## config.mk

```make
export PLATFORM = sky130hd
export DESIGN_NAME = k2_out_uart_tx
export DESIGN_NICKNAME = d
export VERILOG_FILES = /design/src/rtl/k2_out_uart_tx.sv
export SDC_FILE = /design/constraint.sdc
export NUM_CORES = 1
export LEC_CHECK = 0
export CAP_MARGIN = 15
export CORE_MARGIN = 2
export CORE_UTILIZATION = 63
export CTS_CLUSTER_SIZE = 12
export DETAILED_ROUTE_END_ITERATION = 6
export HOLD_SLACK_MARGIN = 0.15
export PLACE_DENSITY = 0.84
export SYNTH_ARGS = -nofsm -noshare
export SYNTH_HDL_FRONTEND = slang
export SYNTH_SLANG_ARGS = --single-unit
```

## constraint.sdc

```tcl
create_clock -name i_clk -period 6.1 [get_ports i_clk]
set_input_delay 1.22 -clock i_clk [delete_from_list [all_inputs] [get_ports i_clk]]
set_output_delay 1.22 -clock i_clk [all_outputs]
set_load 0.01 [all_outputs]
```

## src/rtl/k2_out_uart_tx.sv

```systemverilog
// K2 output stage: captures R0 loads into a small FIFO and serialises them as 8N1 frames.
// The core cannot be stalled, so pushes into a full FIFO are dropped and flagged sticky.
module k2_out_uart_tx #(
  parameter int CLKS_PER_BIT = 16,
  parameter int FIFO_DEPTH   = 4
) (
  input  logic                         i_clk,
  input  logic                         i_reset_n,
  input  logic                         i_out_we,
  input  logic [7:0]                   i_out_data,
  output logic                         o_tx,
  output logic                         o_tx_busy,
  output logic [$clog2(FIFO_DEPTH):0]  o_fifo_count,
  output logic                         o_overflow
);

  localparam int PW = $clog2(FIFO_DEPTH);
  localparam int CW = PW + 1;
  localparam int TW = $clog2(CLKS_PER_BIT);
  localparam logic [TW-1:0] TIMER_LAST = TW'(CLKS_PER_BIT - 1);
  localparam logic [CW-1:0] COUNT_FULL = CW'(FIFO_DEPTH);

  typedef enum logic [1:0] {
    S_IDLE,
    S_START,
    S_DATA,
    S_STOP
  } state_t;

  logic [7:0]    r_mem [FIFO_DEPTH];
  logic [PW-1:0] r_wr_ptr;
  logic [PW-1:0] r_rd_ptr;
  logic [CW-1:0] r_count;
  logic          r_overflow;

  state_t        r_state;
  logic [TW-1:0] r_timer;
  logic [2:0]    r_idx;
  logic [7:0]    r_shift;
  logic          r_tx;

  state_t        w_state_nxt;
  logic [TW-1:0] w_timer_nxt;
  logic [2:0]    w_idx_nxt;
  logic [7:0]    w_shift_nxt;
  logic          w_tx_nxt;
  logic          w_pop;
  logic          w_push;
  logic          w_drop;
  logic          w_empty;
  logic          w_full;
  logic          w_timer_last;
  logic [7:0]    w_head;

  assign w_empty      = (r_count == '0);
  assign w_full       = (r_count == COUNT_FULL);
  assign w_head       = r_mem[r_rd_ptr];
  assign w_timer_last = (r_timer == TIMER_LAST);

  // A pop in the same cycle frees the head slot, so a push into a full FIFO is still accepted.
  assign w_push = i_out_we & (~w_full | w_pop);
  assign w_drop = i_out_we & w_full & ~w_pop;

  always_ff @(posedge i_clk) begin
    if (w_push) begin
      r_mem[r_wr_ptr] <= i_out_data;
    end
  end

  always_ff @(posedge i_clk) begin
    if (!i_reset_n) begin
      r_wr_ptr   <= '0;
      r_rd_ptr   <= '0;
      r_count    <= '0;
      r_overflow <= 1'b0;
    end else begin
      if (w_push) begin
        r_wr_ptr <= r_wr_ptr + PW'(1);
      end
      if (w_pop) begin
        r_rd_ptr <= r_rd_ptr + PW'(1);
      end
      case ({w_push, w_pop})
        2'b10:   r_count <= r_count + CW'(1);
        2'b01:   r_count <= r_count - CW'(1);
        default: r_count <= r_count;
      endcase
      if (w_drop) begin
        r_overflow <= 1'b1;
      end
    end
  end

  always_ff @(posedge i_clk) begin
    if (!i_reset_n) begin
      r_state <= S_IDLE;
      r_timer <= '0;
      r_idx   <= '0;
      r_shift <= '0;
      r_tx    <= 1'b1;
    end else begin
      r_state <= w_state_nxt;
      r_timer <= w_timer_nxt;
      r_idx   <= w_idx_nxt;
      r_shift <= w_shift_nxt;
      r_tx    <= w_tx_nxt;
    end
  end

  // Next-state logic; emptiness comes from the registered count, so a same-cycle push is not seen.
  always_comb begin
    w_state_nxt = r_state;
    w_timer_nxt = r_timer;
    w_idx_nxt   = r_idx;
    w_shift_nxt = r_shift;
    w_tx_nxt    = r_tx;
    w_pop       = 1'b0;
    case (r_state)
      S_IDLE: begin
        w_tx_nxt = 1'b1;
        if (!w_empty) begin
          w_pop       = 1'b1;
          w_shift_nxt = w_head;
          w_tx_nxt    = 1'b0;
          w_timer_nxt = '0;
          w_state_nxt = S_START;
        end
      end
      S_START: begin
        if (w_timer_last) begin
          w_timer_nxt = '0;
          w_idx_nxt   = '0;
          w_tx_nxt    = r_shift[0];
          w_state_nxt = S_DATA;
        end else begin
          w_timer_nxt = r_timer + TW'(1);
        end
      end
      S_DATA: begin
        if (w_timer_last) begin
          w_timer_nxt = '0;
          if (r_idx == 3'd7) begin
            w_tx_nxt    = 1'b1;
            w_state_nxt = S_STOP;
          end else begin
            w_shift_nxt = {1'b0, r_shift[7:1]};
            w_tx_nxt    = r_shift[1];
            w_idx_nxt   = r_idx + 3'd1;
          end
        end else begin
          w_timer_nxt = r_timer + TW'(1);
        end
      end
      S_STOP: begin
        if (w_timer_last) begin
          w_timer_nxt = '0;
          if (!w_empty) begin
            w_pop       = 1'b1;
            w_shift_nxt = w_head;
            w_tx_nxt    = 1'b0;
            w_state_nxt = S_START;
          end else begin
            w_tx_nxt    = 1'b1;
            w_state_nxt = S_IDLE;
          end
        end else begin
          w_timer_nxt = r_timer + TW'(1);
        end
      end
      default: begin
        w_tx_nxt    = 1'b1;
        w_timer_nxt = '0;
        w_state_nxt = S_IDLE;
      end
    endcase
  end

  assign o_tx         = r_tx;
  assign o_tx_busy    = (r_state != S_IDLE);
  assign o_fifo_count = r_count;
  assign o_overflow   = r_overflow;

endmodule
```

==> key figures <==
Global route
  – Largest net degree at the start of global routing: 33
  – Grt total ovfl: 0
  – Initial antenna violation count: 0
  – First-pass GRT wire length: 7.85 mm
  – Gr usage total: 20.8%
  – Vias in the first global route: 1700

STA
  – Tmin final: 2.86 ns
  – Slew HR: 33.4%
  – Period utilization: 47.0%
  – Worst Tran Pin Value: 0.996 ns
  – RSZ-0062 raised after global routing: false
  – Max Clk Rate: 349 MHz
  – Clock Skew: 0.00386 ns
  – Final Max Tran Viols: 0
  – # setup viols final: 0
  – Final Hold Fails: 0
  – Post-Route Setup TNS: 0 ns

Floorplanning
  – Die ar.: 4990 um^2
  – Core region area: 4320 um^2
  – # rows: 24
  – # IOs: 17
  – Starting Density: 64.6%
  – Die width: 70.6 um
  – Die height: 70.6 um

Critical path
  – R2R setup slack: 3.54 ns
  – Cell Chain, Critical Path: inv_1, ha_1, inv_1, clkdlybuf4s50_1
  – Crit path DAT: 1.64 ns
  – RR Startpoint: r_state[1]
  – Critical path type: register to primary output
  – Cell mode on critical path: inv_1
  – Worst EP required: 4.88 ns
  – Crit end category: primary output
  – Worst R2R End: o_fifo_count[2]
  – Setup crit start kind: register
  – Slowest stage cell, crit path: clkdlybuf4s50_1
  – Crit-path max FO: 5
  – Slowest stage delay, CP: 0.53 ns
  – R2R cell count: 8

Synth
  – Post-synth top area cell: edfxtp_1
  – Ys async rst share: 0%
  – Cells after Synth: 219
  – Number of flops mapped to enable cells by yosys: 32
  – Post-Syn Area per Cell: 12.8 um^2
  – Warnings from Yosys: 0
  – Flops & latches, synth: 60
  – Post-synthesis sequential area ratio: 54.4%
  – Mapped Area: 2800 um^2
  – Top cell type's share of synthesized area: 34.4%
  – Synth area leaders: edfxtp_1 34%, dfxtp_1 20%, mux4_2 6.4%, ha_1 5.4%, mux2i_1 3.9%
  – Distinct cell type count after synthesis: 48
  – Syn nets: 243
  – Prevailing post-synth register cell: edfxtp_1

Detailed routing
  – Drt first pass iters: 4
  – Vias per cell: 5.99
  – Detailed Route WL: 4.54 mm
  – DR iter-0 viols: 106
  – Via count: 1754
  – Wire per inst: 15.5 um
  – DRC Markers: 0
  – DRT antenna net count: 0

Clock network
  – CTS tree: yes
  – Clock Sinks: 60
  – Clock transition at path regs: 0.07 ns
  – Hold Buf Count CTS: 0
  – Clock Latency Late Sink: 0.34 ns
  – Root Buffer: clkbuf_8
  – CTS resizes: 0
  – Post-CTS Setup Repair Bufs: 0
  – Htree depth: 3
  – CTS buffer count: 9
  – Deepest clock path buffer count: 2

Layout
  – ANT cells: 0
  – Layout filler cell count: 300
  – Area of the multi-input gates: 1180 um^2
  – Post-layout nets: 260
  – Commonest non-fill, non-tap cell in the layout: edfxtp_1
  – Area grow syn2layout: 13.5%
  – FF+latch area: 1520 um^2
  – Layout cells sized above 1: 14.1%
  – Most frequent cells in the layout: 32 x edfxtp_1, 28 x dfxtp_1, 16 x clkdlybuf4s50_1, 14 x a21oi_1, 12 x ha_1

Placement
  – Gpl congestion: 0.791
  – Port Buffers: 16
  – Hpwl dp: 3.05 mm

Pwr
  – Worst ir drop on vdd: 248 uV
  – Pleak: 0.00113 uW
  – Power Total: 1460 uW
  – Pwr dens: 461 nW/um^2

Worst hold path
  – Hold WC Path Type: register to register
  – Hold Path Stages: 2
  – Worst Hold End: o_tx
  – Hold Path Origin: o_tx

Outcome
  – Status: finished, final reports clean

Job
  – Max-cap viol count: 0
critical path, delay by kind of cell, from the launching register on:
kind	cells	cell delay [ns]
buffers and inverters	3	0.69
DFF	1	0.41
adders and majority gates	1	0.21
per-layer routing:
metal	global-route usage, %	wire length [um]
met2	31.8	2190
met4	12.2	107
met3	5.27	149
met1	27.1	2100
met5	0	0
worst max-delay path by stage:
stage | start | to | depth (start not counted)
after global placement | i_out_we | o_fifo_count[2] | 7
after CTS | r_state[1] | o_tx_busy | 4
final | r_state[1] | o_tx_busy | 4
after floorplan | i_out_we | o_fifo_count[2] | 6
after global routing | r_state[0] | o_tx_busy | 4
after detailed placement | i_out_we | o_fifo_count[2] | 7
registers in the layout, indices dropped and copies added, names as in the netlist, named ones only:
name and flops:
o_fifo_count 3, o_overflow 1, o_tx 1, r_idx 3, r_mem 32, r_rd_ptr 2
r_shift 8, r_state 2, r_timer 4, r_wr_ptr 2
per-stage QoR:
stage                     instances  setup slack (ns)  util, %  area [um^2]  hold slack [ns]
after floorplan                 219              3.64        -         2800            0.459
after CTS                       293              3.22     73.4         3170            0.499
after detailed placement        277              3.02     68.7         2970            0.485
after global routing            293              3.13     73.4         3170            0.533
final                           293              3.24     73.4         3170            0.500
after global placement          277              3.08     68.7         2970            0.476
cell usage after synthesis (2+ instances only):
cell type	instances
edfxtp_1	32
dfxtp_1	28
a21oi_1	14
ha_1	12
inv_1	11
mux2i_1	11
nand2_1	11
o21ai_0	9
mux4_2	8
o31ai_1	8
a21boi_0	7
and2_1	7
clkbuf_1	5
buf_2	3
nand3_1	3
nand4_1	3
nor2_1	3
nor2b_1	3
nor3b_1	3
o211ai_1	3
or3_1	3
a41oi_1	2
nor4b_2	2
or2_2	2
or4_1	2
xor2_1	2
power breakdown:
group | internal [uW] | switching (uW) | total (uW) | leakage [uW]
Clock | 190 | 162 | 352 | 0.0000994
Sequential | 498 | 62.6 | 561 | 0.000523
Combinational | 251 | 300 | 550 | 0.000510
final cells by class:
class / count / share of cell area (%)
well taps: 52 / 2.05
multi-input cells: 138 / 37.3
clock buffers: 9 / 3.90
repair buffers: 16 / 5.05
flip-flops and latches: 60 / 47.9
clock inverters: 7 / 2.44
inverters: 11 / 1.30
logic make-up (layout without fill, tap and decap cells):
group,count (synthesis),after routing,share of synthesized area (%)
flip-flops,60,60,54.4
XOR/XNOR,2,2,0.627
adder cells (fa/ha/maj),13,13,6.09
multiplexers,19,19,10.4
AO/OA/AOI/OAI,50,50,12.8
buffers and inverters,21,43,3.22
AND/OR/NAND/NOR,54,54,12.5
Power figures use the tool's default switching activity.
